===== config.mk =====
export PLATFORM = sky130hd
export DESIGN_NAME = vector_input_buffer
export DESIGN_NICKNAME = d
export VERILOG_FILES = /design/src/rtl/vib_pkg.sv /design/src/rtl/vector_input_buffer_bank.sv /design/src/rtl/vector_input_buffer.sv
export SDC_FILE = /design/constraint.sdc
export NUM_CORES = 1
export LEC_CHECK = 0
export CAP_MARGIN = 20
export CORE_MARGIN = 3
export CORE_UTILIZATION = 63
export DETAILED_ROUTE_END_ITERATION = 8
export PLACE_DENSITY = 0.9
export SLEW_MARGIN = 20
export SYNTH_ARGS = -nofsm -noshare
export SYNTH_HDL_FRONTEND = slang
export SYNTH_SLANG_ARGS = --single-unit

===== constraint.sdc =====
create_clock -name clk -period 5.4 [get_ports clk]
set_input_delay 0.54 -clock clk [delete_from_list [all_inputs] [get_ports clk]]
set_output_delay 0.54 -clock clk [all_outputs]
set_load 0.01 [all_outputs]

===== src/rtl/vib_pkg.sv =====
// Shared constants for the vector input buffer: FSM encodings and width helpers.
// Latency: none (compile-time only).
// Backpressure: not applicable.
package vib_pkg;

    localparam logic [1:0] ST_FILL   = 2'd0;
    localparam logic [1:0] ST_FULL   = 2'd1;
    localparam logic [1:0] ST_STREAM = 2'd2;

    // Ceiling log2; clog2(1) = 0.
    function automatic int clog2(input int n);
        int r;
        int v;
        r = 0;
        v = n - 1;
        while (v > 0) begin
            r = r + 1;
            v = v >> 1;
        end
        return r;
    endfunction

    // Index width that is never zero, so single-entry selectors still get a bit.
    function automatic int idx_width(input int n);
        return (clog2(n) < 1) ? 1 : clog2(n);
    endfunction

endpackage


===== src/rtl/vector_input_buffer_bank.sv =====
// One operand vector: DEPTH x DATA_W storage, fill pointer and done flag.
// Latency: write lands on the next edge; read port is combinational.
// Backpressure: none; the parent only issues writes the vector can take.
module vector_bank #(
    parameter int DATA_W = 8,
    parameter int DEPTH  = 8,
    parameter int IDX_W  = 3
) (
    input  logic              clk,
    input  logic              rst_n,
    input  logic              clr,
    input  logic              wr,
    input  logic [DATA_W-1:0] wr_data,
    input  logic [IDX_W-1:0]  rd_addr,
    output logic [DATA_W-1:0] rd_data,
    output logic              done
);

    localparam logic [IDX_W-1:0] LAST_IDX = IDX_W'(DEPTH - 1);

    logic [DATA_W-1:0] mem [DEPTH];
    logic [IDX_W-1:0]  wptr;

    // Fill pointer and done flag; the pointer parks on the last slot instead of wrapping.
    always_ff @(posedge clk or negedge rst_n) begin
        if (!rst_n) begin
            wptr <= '0;
            done <= 1'b0;
        end else if (clr) begin
            wptr <= '0;
            done <= 1'b0;
        end else if (wr) begin
            if (wptr == LAST_IDX) begin
                done <= 1'b1;
            end else begin
                wptr <= wptr + IDX_W'(1);
            end
        end
    end

    // Storage carries no reset: it is only ever presented after being written.
    always_ff @(posedge clk) begin
        if (wr) begin
            mem[wptr] <= wr_data;
        end
    end

    assign rd_data = mem[rd_addr];

endmodule


===== src/rtl/vector_input_buffer.sv =====
// Collects NUM_VEC byte-serial operand vectors, then streams them lane-parallel.
// Latency: first element registered one cycle after RD_START is taken in FULL.
// Backpressure: valid/ready on the read port; outputs freeze while not ready.
module vector_input_buffer
    import vib_pkg::*;
#(
    parameter int DATA_W        = 8,
    parameter int DEPTH         = 8,
    parameter int NUM_VEC       = 2,
    parameter int CLEAR_ON_READ = 0
) (
    input  logic                              clk,
    input  logic                              rst_n,
    input  logic                              clr,
    input  logic                              wr_en,
    input  logic [idx_width(NUM_VEC)-1:0]     wr_sel,
    input  logic [DATA_W-1:0]                 wr_data,
    output logic                              wr_err,
    output logic [NUM_VEC-1:0]                done,
    input  logic                              rd_start,
    output logic                              rd_valid,
    input  logic                              rd_ready,
    output logic [NUM_VEC*DATA_W-1:0]         rd_data,
    output logic [idx_width(DEPTH)-1:0]       rd_idx,
    output logic                              rd_last
);

    localparam int SEL_W = idx_width(NUM_VEC);
    localparam int IDX_W = idx_width(DEPTH);
    localparam logic [IDX_W-1:0] PRE_LAST = IDX_W'(DEPTH - 2);

    logic [1:0]                state;
    logic [NUM_VEC-1:0]        wr_hit;
    logic [NUM_VEC*DATA_W-1:0] bank_dat;
    logic [IDX_W-1:0]          rd_addr;
    logic                      wr_drop;
    logic                      start;
    logic                      adv;
    logic                      fin;
    logic                      bank_clr;

    // A write is taken only by an in-range, not-yet-full vector outside STREAM.
    always_comb begin
        wr_hit = '0;
        for (int v = 0; v < NUM_VEC; v++) begin
            wr_hit[v] = wr_en && !clr && (state != ST_STREAM) &&
                        (wr_sel == SEL_W'(v)) && !done[v];
        end
    end

    assign wr_drop  = wr_en && !clr && (wr_hit == '0);
    assign start    = (state == ST_FULL) && rd_start && !clr;
    assign adv      = rd_valid && rd_ready && !clr;
    assign fin      = adv && rd_last;
    assign bank_clr = clr || (fin && (CLEAR_ON_READ != 0));
    // Banks are addressed with the index that will be presented after this edge.
    assign rd_addr  = start ? '0 : (rd_idx + IDX_W'(1));

    for (genvar v = 0; v < NUM_VEC; v++) begin : g_bank
        vector_bank #(
            .DATA_W (DATA_W),
            .DEPTH  (DEPTH),
            .IDX_W  (IDX_W)
        ) u_bank (
            .clk     (clk),
            .rst_n   (rst_n),
            .clr     (bank_clr),
            .wr      (wr_hit[v]),
            .wr_data (wr_data),
            .rd_addr (rd_addr),
            .rd_data (bank_dat[v*DATA_W +: DATA_W]),
            .done    (done[v])
        );
    end

    // Phase control: fill until every vector is done, wait for a start, stream once.
    always_ff @(posedge clk or negedge rst_n) begin
        if (!rst_n) begin
            state <= ST_FILL;
        end else if (clr) begin
            state <= ST_FILL;
        end else begin
            case (state)
                ST_FILL:   if (&done) state <= ST_FULL;
                ST_FULL:   if (rd_start) state <= ST_STREAM;
                ST_STREAM: if (fin) state <= (CLEAR_ON_READ != 0) ? ST_FILL : ST_FULL;
                default:   state <= ST_FILL;
            endcase
        end
    end

    // Dropped-write flag, one cycle after the offending strobe.
    always_ff @(posedge clk or negedge rst_n) begin
        if (!rst_n) begin
            wr_err <= 1'b0;
        end else begin
            wr_err <= wr_drop;
        end
    end

    // Read-side registers: load on start or accepted beat, hold under backpressure.
    always_ff @(posedge clk or negedge rst_n) begin
        if (!rst_n) begin
            rd_valid <= 1'b0;
            rd_idx   <= '0;
            rd_last  <= 1'b0;
            rd_data  <= '0;
        end else if (clr) begin
            rd_valid <= 1'b0;
            rd_idx   <= '0;
            rd_last  <= 1'b0;
            rd_data  <= '0;
        end else if (start) begin
            rd_valid <= 1'b1;
            rd_idx   <= '0;
            rd_last  <= 1'b0;
            rd_data  <= bank_dat;
        end else if (adv) begin
            if (rd_last) begin
                rd_valid <= 1'b0;
                rd_last  <= 1'b0;
                rd_idx   <= '0;
            end else begin
                rd_idx   <= rd_idx + IDX_W'(1);
                rd_last  <= (rd_idx == PRE_LAST);
                rd_data  <= bank_dat;
            end
        end
    end

endmodule


; After elaboration in Yosys (flattened, before gate mapping)
; Memories as Yosys holds them, arrays and structs flattened.
; Index checks and enable logic that the tools add are counted.
[totals]
ramBits = 128
reg_bits = 32
latchBits = 0
out_inout_bits = 24
rom_bits = 0
n_memories = 2
[mem_list]
columns = memory, depth, width, rd, rd_ports_with_merged_regs, write_ports, line_no
row1 = g_bank[0].u_bank.mem, 8, 8, 1, 0, 1, vector_input_buffer_bank.sv:21  ; logic [DATA_W-1:0] mem [DEPTH];
row2 = g_bank[1].u_bank.mem, 8, 8, 1, 0, 1, vector_input_buffer_bank.sv:21
[op_classes]
multipliers = 0
n_div = 0
n_reduce_logical = 31
n_addsub = 3
n_mux = 38
bitwise = 1
magnitude_cmp = 0
shifts = 0
n_eq_ne = 12
[ops]
columns = operator, count
row1 = two-way mux 16 bit, 4
row2 = two-way mux 3 bit, 11
row3 = two-way mux 1 bit, 18
row4 = AND reduction 2 bit, 7
row5 = logical AND 1 bit, 12
row6 = adder 3 x 1 -> 3 bit (second input constant), 3
row7 = equality test 3 bit (second input constant), 3
row8 = inequality test 3 bit (second input constant), 3
row9 = two-way mux 2 bit, 4
row10 = nonzero test 2 bit, 4
row11 = inequality test 2 bit (second input constant), 3
row12 = one-hot mux 2 bit (3 select lines), 1
row13 = nonzero test 3 bit, 2
row14 = zero test 2 bit, 2
row15 = zero test 1 bit, 3
row16 = inequality test 3 x 2 -> 1 bit (second input constant), 1
row17 = AND reduction 3 bit, 1
row18 = equality test 2 x 1 -> 1 bit (second input constant), 1
row19 = equality test 2 bit (second input constant), 1
row20 = inverter 1 bit, 1

; Longest topological paths before layout
; Gate-level depths: netlist of run 1.
; An unclocked memory read counts as a cell.
[depth]
ltp_word = 9
depth_mapped = 10
ltp_nobuf = 6

; By module
; From an unflattened synthesis of run 1, not the netlist that was laid out.
[unflattened]
cells_unflattened = 364
hier_area_um2 = 6703.9
[by_module_without_submodules]
columns = module, instances, cells_each, area_each_um2
row1 = vector_bank, 2, 121, 2711.4
row2 = vector_input_buffer, 1, 122, 1281.2

; Least setup slack after synthesis of run 1
; OpenSTA, ideal clock, no wires.
[synth_path]
path_type = register to register
from = register rd_idx[0]
to = register rd_data[2]
t_arrival_ns = 2.229
setup_slack_ns = 3.106
stages_incl_launch_ff = 11
synth_period_minus_slack_ns = 2.294
n_path_buf = 4
path_cell_list = dfrtp_1 buf_2 inv_2 buf_2 ha_1 nor3_1 nand2b_1 clkbuf_2 buf_2 a211oi_1 a211o_1
[synth_between]
elab_chain_cells = 7
[synth_rtl]
columns = item, line_no
row1 = from (decl), vector_input_buffer.sv:24  ; output logic [idx_width(DEPTH)-1:0] rd_idx,
row2 = from (signal assigned), vector_input_buffer.sv:124  ; rd_idx <= rd_idx + IDX_W'(1);
row3 = adder 3 x 1 -> 3 bit *, vector_input_buffer.sv:57  ; assign rd_addr = start ? '0 : (rd_idx + IDX_W'(1));
row4 = two-way mux 3 bit *, vector_input_buffer.sv:57
row5 = memory (8 x 8 bit) *, n/a
row6 = two-way mux 16 bit, vector_input_buffer.sv:119  ; if (rd_last) begin
row7 = two-way mux 16 bit, vector_input_buffer.sv:118  ; end else if (adv) begin
row8 = two-way mux 16 bit *, vector_input_buffer.sv:113  ; end else if (start) begin
row9 = two-way mux 16 bit *, vector_input_buffer.sv:108  ; end else if (clr) begin
row10 = to (signal assigned), vector_input_buffer.sv:117  ; rd_data <= bank_dat;
row11 = to (signal assigned), vector_input_buffer.sv:126  ; rd_data <= bank_dat;
row12 = to (decl), vector_input_buffer.sv:23  ; output logic [NUM_VEC*DATA_W-1:0] rd_data,
; Every way passes the cells marked *; elsewhere a longest branch is shown, timed or not. The select of a mux whose other input is x is not followed.
; A chain may end at the register's enable or synchronous reset.

; Final worst setup path of run 1
[layout_path]
from = register rd_idx[0]
to = register rd_data[15]
; The elaborated chain is that of the path after synthesis.

==> results of run 1 <==
==> flip-flops by register name, indices dropped and copies added (netlist names), 2 cells and up <==
register / flops
g_bank.u_bank.mem: 128
rd_data: 16
g_bank.u_bank.wptr: 6
rd_idx: 3
g_bank.u_bank.done: 2
state: 2
==> final timing paths <==
check,from,endpoint
max in group asynchronous,rst_n,rd_idx[0]$_DFFE_PN0P_
min,rst_n,rd_data[1]$_DFFE_PN0P_
max,rd_idx[0]$_DFFE_PN0P_,rd_data[15]$_DFFE_PN0P_
min in group clk,rd_data[3]$_DFFE_PN0P_,rd_data[3]$_DFFE_PN0P_
min reg2reg,rd_data[3]$_DFFE_PN0P_,rd_data[3]$_DFFE_PN0P_
max reg2reg,rd_idx[0]$_DFFE_PN0P_,rd_data[15]$_DFFE_PN0P_
==> worst max-delay path, cell delays in order, from the launching register on <==
cell	delay, ns
dfrtp_2	0.36
buf_4	0.53
ha_1	0.34
xnor2_2	0.16
nor2_8	0.73
a221oi_2	0.10
a211oi_1	0.47
a211o_1	0.16
==> power by group <==
group	internal (mW)	switching (mW)	total, mW
clock network	0.713	0.487	1.20
registers	1.34	0.00732	1.35
logic	0.0279	0.0613	0.0892
total	2.08	0.556	2.64
==> kinds of logic after synthesis <==
logic type / count (synthesis) / synth area share (%)
simple gates: 85 / 6.85
compound gates: 96 / 12.5
mux: 36 / 5.58
xor+xnor: 2 / 0.383
buf+inv: 26 / 2.54
fa+ha+maj: 6 / 1.15
flops: 160 / 71.0
==> metal layers <==
layer | vias to the layer above | part of all wire (%)
met5 | - | 0
met4 | 0 | 1.8
met3 | 25 | 7.5
met2 | 193 | 53
met1 | 2016 | 38
li1 | 1718 | -
==> layout by cell type, fill, tap and decap left out, types with 7 or more instances in the layout <==
cell	n
dfrtp_1	31
buf_4	7
mux2i_1	32
clkbuf_16	16
nand2b_1	10
a211oi_1	16
nor2_1	19
edfxtp_1	128
clkdlybuf4s50_1	38
a221oi_1	15
a21oi_1	24
a211o_1	16
a221oi_2	16
nand2_1	29
==> layout make-up <==
cell class              count  area share [%]
flip-flops and latches    160            61.1
inverters                   3           0.148
clock buffers              18            5.49
well taps                 133            2.19
clock inverters            14            2.37
repair buffers             45            5.69
multi-input cells         225            23.0
==> results.py, run 1 <==
metrics = {
    "placed_design": {
        "placed_area_sq_um": 6990,
        "placed_cells": 566,
        "place.port_buffers": 38,
        "gp_congestion": 0.797,
        "pre_cts_slack_ns": 2.03,
        "hpwl_mm": 8.60,
    },
    "sta": {
        "period_needed_ns": 2.96,
        "setup_viol": 0,
        "fin_ws_ns": 2.44,
        "tightest_slew_ns": 0.954,
        "fmax_ghz": 0.337,
        "hold_viol_final": 0,
        "slew_violations": 0,
        "finalSetupTns_ns": 0,
        "rsz0062_at_grt": "no",
        "timing.hold.ws_ns": 0.433,
        "period_share_pct": 54.9,
        "slew_headroom_pct": 36.4,
        "skew_ns": 0.00793,
    },
    "synthesis": {
        "ys_warn_count": 0,
        "synth_top_area_cell": "edfxtp_1",
        "postSynthCellCount": 411,
        "synth.avg_cell_area_sq_um": 15.9,
        "synth_cell_types": 43,
        "synthTopCellsByArea": "edfxtp_1 59%, dfrtp_1 12%, mux2i_1 4.9%",
        "synth_flop_cell": "edfxtp_1",
        "synth_common_cells": "128 x edfxtp_1, 32 x dfrtp_1, 32 x mux2i_1",
        "synth-edff-count": 128,
        "synthesis.nets": 432,
        "yosys.cell_count.top_type": "edfxtp_1",
        "netlist.area_leader.share_pct": 58.7,
        "syn-cell-area_sq_um": 6540,
        "async_reset_ff_share_pct": 20.0,
        "seq_area_frac_synth_pct": 71.0,
        "ys_seq_elements": 160,
    },
    "die": {
        "io_pins": 39,
        "die_x_um": 108,
        "dieHeight_um": 108,
        "num_rows": 36,
        "coreArea_sq_um": 9950,
        "die-area_sq_um": 11600,
        "start_util_pct": 65.7,
    },
    "clock_network": {
        "cts_hold_buf": 0,
        "cts-root-buf": "clkbuf_8",
        "clock_latency_ns": 0.53,
        "ctsResizeCount": 0,
        "cts_tree": "yes",
        "cts_htree_levels": 4,
        "cts_sinks": 160,
        "clockBufferDepth": 2,
        "clk_pin_slew_ns": 0.07,
        "cts_setup_buffers": 0,
        "cts_made_buffers": 17,
    },
    "global_route": {
        "grt_pass1_wl_mm": 22.4,
        "overflow": 0,
        "grt_max_degree": 64,
        "use_met3_pct": 7.02,
        "grt_use_met1_pct": 34.0,
        "gr-max-usage-layer": "met2",
        "grt_util_met2_pct": 45.2,
        "grt_pass1_vias": 3986,
        "grt_use_total_pct": 26.8,
        "antenna_found_initial": 0,
    },
    "critical_path": {
        "reg2regPathDepth": 7,
        "cp_max_fo": 63,
        "r2r_slack_ns": 2.44,
        "critPathRequiredTime_ns": 5.86,
        "cp-end-kind": "register",
        "critPathArrivalTime_ns": 3.42,
        "crit_type": "register to register",
        "start_kind": "register",
    },
    "outcome": {
        "status": "complete, no violations",
    },
    "layout": {
        "final_core_util_pct": 76.4,
        "nFillCells": 564,
        "fin_cells": 598,
        "design_area_sq_um": 7610,
        "area_growth_pct": 16.3,
        "antenna_cells": 0,
        "nets": 473,
        "multiInputGateArea_sq_um": 1750,
        "final_layout_size_suffix_gt1_share_pct": 15.3,
        "regArea_sq_um": 4650,
    },
    "pwr": {
        "p_per_area_nw_per_um2": 347,
        "totalPowerFinal_mw": 2.64,
        "peakVddDrop_mv": 0.233,
        "power_leakage_nw": 2.62,
    },
    "detailed_routing": {
        "post_drt_via_cell_ratio": 6.61,
        "routed-via-count": 3952,
        "routed_wirelength_mm": 14.3,
        "drc": 0,
        "final_antenna_net_count": 0,
        "first_pass_iters": 5,
        "drt_iter0_drc": 288,
        "wl_per_cell_um": 24.0,
    },
    "run": {
        "drv_cap": 0,
    },
    "min_path": {
        "hold_class": "input port to async pin",
    },
}
No activity file was read; power rests on OpenSTA's default activity.
==> run 2, diff against run 1 <==
Settings changed: CORE_UTILIZATION 63 to 53, PLACE_DENSITY 0.9 to 0.81.
Clock period 5.4 ns to 2.5 ns, I/O delays scaled along.
==> results.py, run 2 (synthesis gave the netlist of run 1 again) <==
metrics = {
    "detailed_routing": {
        "routed_wirelength_mm": 14.8,
        "first_pass_iters": 5,
        "post_drt_via_cell_ratio": 6.07,
        "drc": 0,
        "drt_iter0_drc": 291,
        "final_antenna_net_count": 0,
        "routed-via-count": 3946,
        "wl_per_cell_um": 22.7,
    },
    "global_route": {
        "grt_pass1_wl_mm": 22.6,
        "antenna_found_initial": 0,
        "grt_use_total_pct": 22.9,
        "overflow": 0,
        "grt_max_degree": 63,
        "grt_pass1_vias": 4173,
    },
    "layout": {
        "antenna_cells": 0,
        "final_layout_size_suffix_gt1_share_pct": 17.7,
        "top_register": "g_bank.u_bank.mem",
        "layout_commonest_cell": "edfxtp_1",
        "largest_register_ffs": 128,
        "area_growth_pct": 19.7,
        "mostFrequentLayoutCells": "128 x edfxtp_1, 37 x clkdlybuf4s50_1, 32 x mux2i_1",
        "nets": 494,
        "top_regs": "g_bank.u_bank.mem (128), rd_data (16), g_bank.u_bank.wptr (6)",
        "fin_cells": 650,
    },
    "clock_network": {
        "clk_pin_slew_ns": 0.06,
        "cts_htree_levels": 4,
        "cts_sinks": 160,
        "clock_latency_ns": 0.42,
        "cts_made_buffers": 17,
        "ctsResizeCount": 0,
        "clockBufferDepth": 2,
        "cts_tree": "yes",
        "cts-root-buf": "clkbuf_16",
        "cts_setup_buffers": 0,
        "cts_hold_buf": 1,
    },
    "sta": {
        "setup_viol": 0,
        "hold_viol_final": 0,
        "slew_headroom_pct": 43.8,
        "slew_violations": 0,
        "period_needed_ns": 2.17,
        "skew_ns": 0.00495,
        "rsz0062_at_grt": "no",
        "tightest_slew_ns": 0.843,
        "fmax_ghz": 0.462,
        "finalSetupTns_ns": 0,
        "period_share_pct": 86.7,
    },
    "critical_path": {
        "cp-startpoint": "rd_idx[0]$_DFFE_PN0P_",
        "slowest_delay_ns": 0.44,
        "cp-end-kind": "register",
        "regToRegStartpoint": "rd_idx[0]$_DFFE_PN0P_",
        "crit_type": "register to register",
        "r2r_slack_ns": 0.33,
        "worstPathCellList": "ha_1 > xnor2_2 > nor2_8 > buf_12 > a21oi_1 > a221oi_1 > a211o_1",
        "critPathRequiredTime_ns": 2.85,
        "cp_max_fo": 62,
        "worst_path_max_delay_cell": "dfrtp_2",
        "critPathArrivalTime_ns": 2.52,
        "start_kind": "register",
    },
    "outcome": {
        "status": "complete, no violations",
    },
    "die": {
        "io_pins": 39,
        "coreArea_sq_um": 11800,
        "die-area_sq_um": 13700,
        "num_rows": 39,
        "start_util_pct": 55.6,
        "dieHeight_um": 117,
        "die_x_um": 117,
    },
    "placed_design": {
        "placed_cells": 617,
        "place.port_buffers": 38,
        "hpwl_mm": 8.52,
        "gp_congestion": 0.809,
    },
    "pwr": {
        "power_leakage_nw": 2.75,
        "peakVddDrop_mv": 0.775,
        "p_per_area_nw_per_um2": 747,
    },
    "min_path": {
        "hold_class": "input port to async pin",
    },
    "run": {
        "drv_cap": 0,
    },
}
run 2: worst paths after layout:
path	to	cells past startpoint
setup / recovery	rd_data[6]$_DFFE_PN0P_	7
hold / removal	rd_data[0]$_DFFE_PN0P_	2
setup reg to reg	rd_data[6]$_DFFE_PN0P_	7
hold reg to reg	rd_data[5]$_DFFE_PN0P_	1
max in group asynchronous	rd_idx[0]$_DFFE_PN0P_	2
min in group clk	g_bank[1].u_bank.done$_DFFE_PN0P_	2
run 2: layout make-up:
cell class,instances,area (sq um)
clock buffer,18,429
clock inverter,14,195
fill,772,3930
inverter,3,11.3
multi-input combinational,225,1730
sequential,160,4650
tap,164,205
timing repair buffer,66,613
run 2: metrics by stage:
stage | worst slack [ns] | utilization, % | cell area, sq um | power (mW) | hold WS [ns]
after floorplan | 0.206 | - | 6540 | 3.06 | -0.0456
after global placement | 0.371 | 61.2 | 7200 | 3.16 | 0.387
after detailed placement | 0.246 | 61.2 | 7200 | 3.17 | 0.398
after CTS | 0.354 | 66.6 | 7830 | 5.88 | 0.467
after global routing | 0.269 | 66.6 | 7830 | 6.01 | 0.493
final | 0.333 | 66.6 | 7830 | 5.85 | 0.467
run 2: power breakdown:
| part | total (mW) | internal (mW) | switching, mW | leakage (nW) |
|---|---|---|---|---|
| logic | 0.202 | 0.0674 | 0.134 | 0.848 |
| clock network | 2.74 | 1.75 | 0.986 | 0.308 |
| registers | 2.91 | 2.90 | 0.0133 | 1.60 |
run 2: routing by layer:
layer | track usage [%] | routed length, um
met1 | 28.5 | 5830
met2 | 38.9 | 7700
met3 | 4.78 | 943
met4 | 10.3 | 274
met5 | 0 | 0
run 2: worst max-delay path, delay by kind of cell (launching register included):
family	cells	cell delay, ns
AO/OA/AOI/OAI	3	0.71
flip-flops	1	0.44
buffers and inverters	1	0.28
adder cells (fa/ha/maj)	1	0.27
XOR/XNOR	1	0.23
AND/OR/NAND/NOR	1	0.14
==> run 3, diff against run 2 <==
Settings changed: CORE_UTILIZATION 53 to 57, DONT_BUFFER_PORTS from default to 1.
==> results.py, run 3 (synthesis gave the netlist of run 1 again) <==
metrics = {
    "sta": {
        "skew_ns": 0.0124,
        "fin_ws_ns": 0.314,
        "period_share_pct": 87.4,
        "hold_viol_final": 0,
        "period_needed_ns": 2.19,
        "setup_viol": 0,
        "tightest_slew_ns": 0.838,
        "rsz0062_at_grt": "no",
        "finalSetupTns_ns": 0,
        "slew_headroom_pct": 43.9,
        "fmax_ghz": 0.458,
        "slew_violations": 0,
    },
    "clock_network": {
        "clockBufferDepth": 2,
        "cts_tree": "yes",
        "cts_made_buffers": 17,
        "cts_setup_buffers": 0,
        "cts-root-buf": "clkbuf_16",
        "cts_htree_levels": 4,
        "clk_pin_slew_ns": 0.06,
        "cts_sinks": 160,
        "clock_latency_ns": 0.43,
    },
    "min_path": {
        "worstHoldPathCells": 3,
        "hold_class": "input port to register",
    },
    "die": {
        "die-area_sq_um": 12800,
        "dieHeight_um": 113,
        "die_x_um": 113,
        "io_pins": 39,
        "coreArea_sq_um": 11000,
        "num_rows": 38,
        "start_util_pct": 59.3,
    },
    "critical_path": {
        "cp-end-kind": "register",
        "critPathCapture": "g_bank[0].u_bank.mem[5][5]$_DFFE_PP_",
        "start_kind": "register",
        "crit_type": "register to register",
        "r2r_slack_ns": 0.31,
        "cp-startpoint": "state[0]$_DFFE_PN0P_",
        "regToRegStartpoint": "state[0]$_DFFE_PN0P_",
        "cp.buffers_inverters": 1,
        "worstPathCellList": "nand2b_1 > nand4b_1 > inv_1 > nand2_1 > nor2_2",
        "cp_max_fo": 8,
        "cp_num_cells": 5,
        "r2r-end": "g_bank[0].u_bank.mem[5][5]$_DFFE_PP_",
        "critPathArrivalTime_ns": 2.25,
        "reg2regPathDepth": 5,
        "critPathRequiredTime_ns": 2.57,
        "critPathTopFamily": "simple AND/OR/NAND/NOR gates",
        "worst_path_max_delay_cell": "nor2_2",
        "slowest_delay_ns": 0.42,
    },
    "global_route": {
        "antenna_found_initial": 1,
        "grt_pass1_wl_mm": 22.1,
        "grt_max_degree": 64,
        "grt_use_total_pct": 23.2,
        "grt_pass1_vias": 3894,
        "overflow": 0,
    },
    "detailed_routing": {
        "drt_iter0_drc": 315,
        "routed-via-count": 3822,
        "first_pass_iters": 5,
        "final_antenna_net_count": 0,
        "wl_per_cell_um": 23.3,
        "drc": 0,
        "post_drt_via_cell_ratio": 6.42,
        "routed_wirelength_mm": 13.9,
    },
    "pwr": {
        "totalPowerFinal_mw": 5.90,
        "peakVddDrop_mv": 0.688,
        "p_per_area_nw_per_um2": 783,
        "power_leakage_nw": 2.66,
    },
    "layout": {
        "final_layout_size_suffix_gt1_share_pct": 18.5,
        "largest_register_ffs": 128,
        "nFillCells": 740,
        "nets": 462,
        "final_core_util_pct": 68.4,
        "top_regs": "g_bank.u_bank.mem (128), rd_data (16), g_bank.u_bank.wptr (6)",
        "top_register": "g_bank.u_bank.mem",
        "layout_commonest_cell": "edfxtp_1",
        "mostFrequentLayoutCells": "128 x edfxtp_1, 32 x mux2i_1, 31 x dfrtp_1",
        "area_growth_pct": 15.3,
    },
    "placed_design": {
        "pre_cts_slack_ns": 0.204,
        "hpwl_mm": 8.30,
        "gp_congestion": 0.811,
        "place.port_buffers": 0,
    },
    "outcome": {
        "status": "complete, no violations",
    },
    "run": {
        "drv_cap": 0,
    },
}
## run 3: cell count changes in the layout (fill, tap and decap cells not counted), sizes merged
cell,previous run,this run
clkdlybuf4s50,37,0
dlygate4sd3,1,11
clkbuf,18,25
buf,28,23
clkinv,8,4
bufinv,5,3
clkinvlp,1,0
diode,0,1
## run 3: stage by stage
stage,hold slack [ns],std cells,area (sq um)
2_1_floorplan,-0.0456,411,6540
3_3_place_gp,-0.0442,550,6740
3_5_place_dp,-0.0441,550,6740
4_1_cts,0.00599,594,7540
5_1_grt,0.0241,595,7540
6_report,0.0219,595,7540
## run 3: cell type report
cell class / instances / area, sq um / share of cell area, %
Antenna cell: 1 / 2.50 / 0.0332
Clock buffer: 25 / 548 / 7.27
Clock inverter: 7 / 118 / 1.56
Inverter: 3 / 11.3 / 0.149
Multi-Input combinational cell: 225 / 1730 / 23.0
Sequential cell: 160 / 4650 / 61.6
Tap cell: 140 / 175 / 2.32
Timing Repair Buffer: 34 / 308 / 4.08
## run 3: worst min-delay path by stage
stage              from  slack (ns)                                 to
6_report       rd_ready        0.02               rd_valid$_DFFE_PN0P_
5_1_grt        rd_ready        0.02               rd_valid$_DFFE_PN0P_
4_1_cts        rd_ready       0.006               rd_valid$_DFFE_PN0P_
3_5_place_dp      rst_n       -0.04             rd_data[5]$_DFFE_PN0P_
3_3_place_gp      rst_n       -0.04             rd_data[5]$_DFFE_PN0P_
2_1_floorplan     rst_n       -0.05  g_bank[0].u_bank.done$_DFFE_PN0P_
## run 3: report_power, final
part	switching [mW]	internal, mW	leakage, nW
Combinational	0.122	0.0548	0.735
Sequential	0.0166	2.90	1.60
Clock	0.986	1.82	0.330
## run 3: layer usage
metal	vias to the layer above	GRT usage, %	routed length (um)
met5	-	0	0
met4	0	8.89	313
met2	138	39.0	7330
met1	1964	28.5	5290
li1	1693	-	-
met3	27	7.01	929
## run 3: worst register-to-register path, stage by stage (launching register included)
cell	delay [ns]
dfrtp_1	0.39
nand2b_1	0.26
nand4b_1	0.37
inv_1	0.22
nand2_1	0.16
nor2_2	0.42
## run 3: repair_timing
item                       in CTS  in global routing
hold endpoints to repair      170                  0
hold buffers                   12                  0
gates resized for setup         0                  1
setup endpoints to repair       0                  8
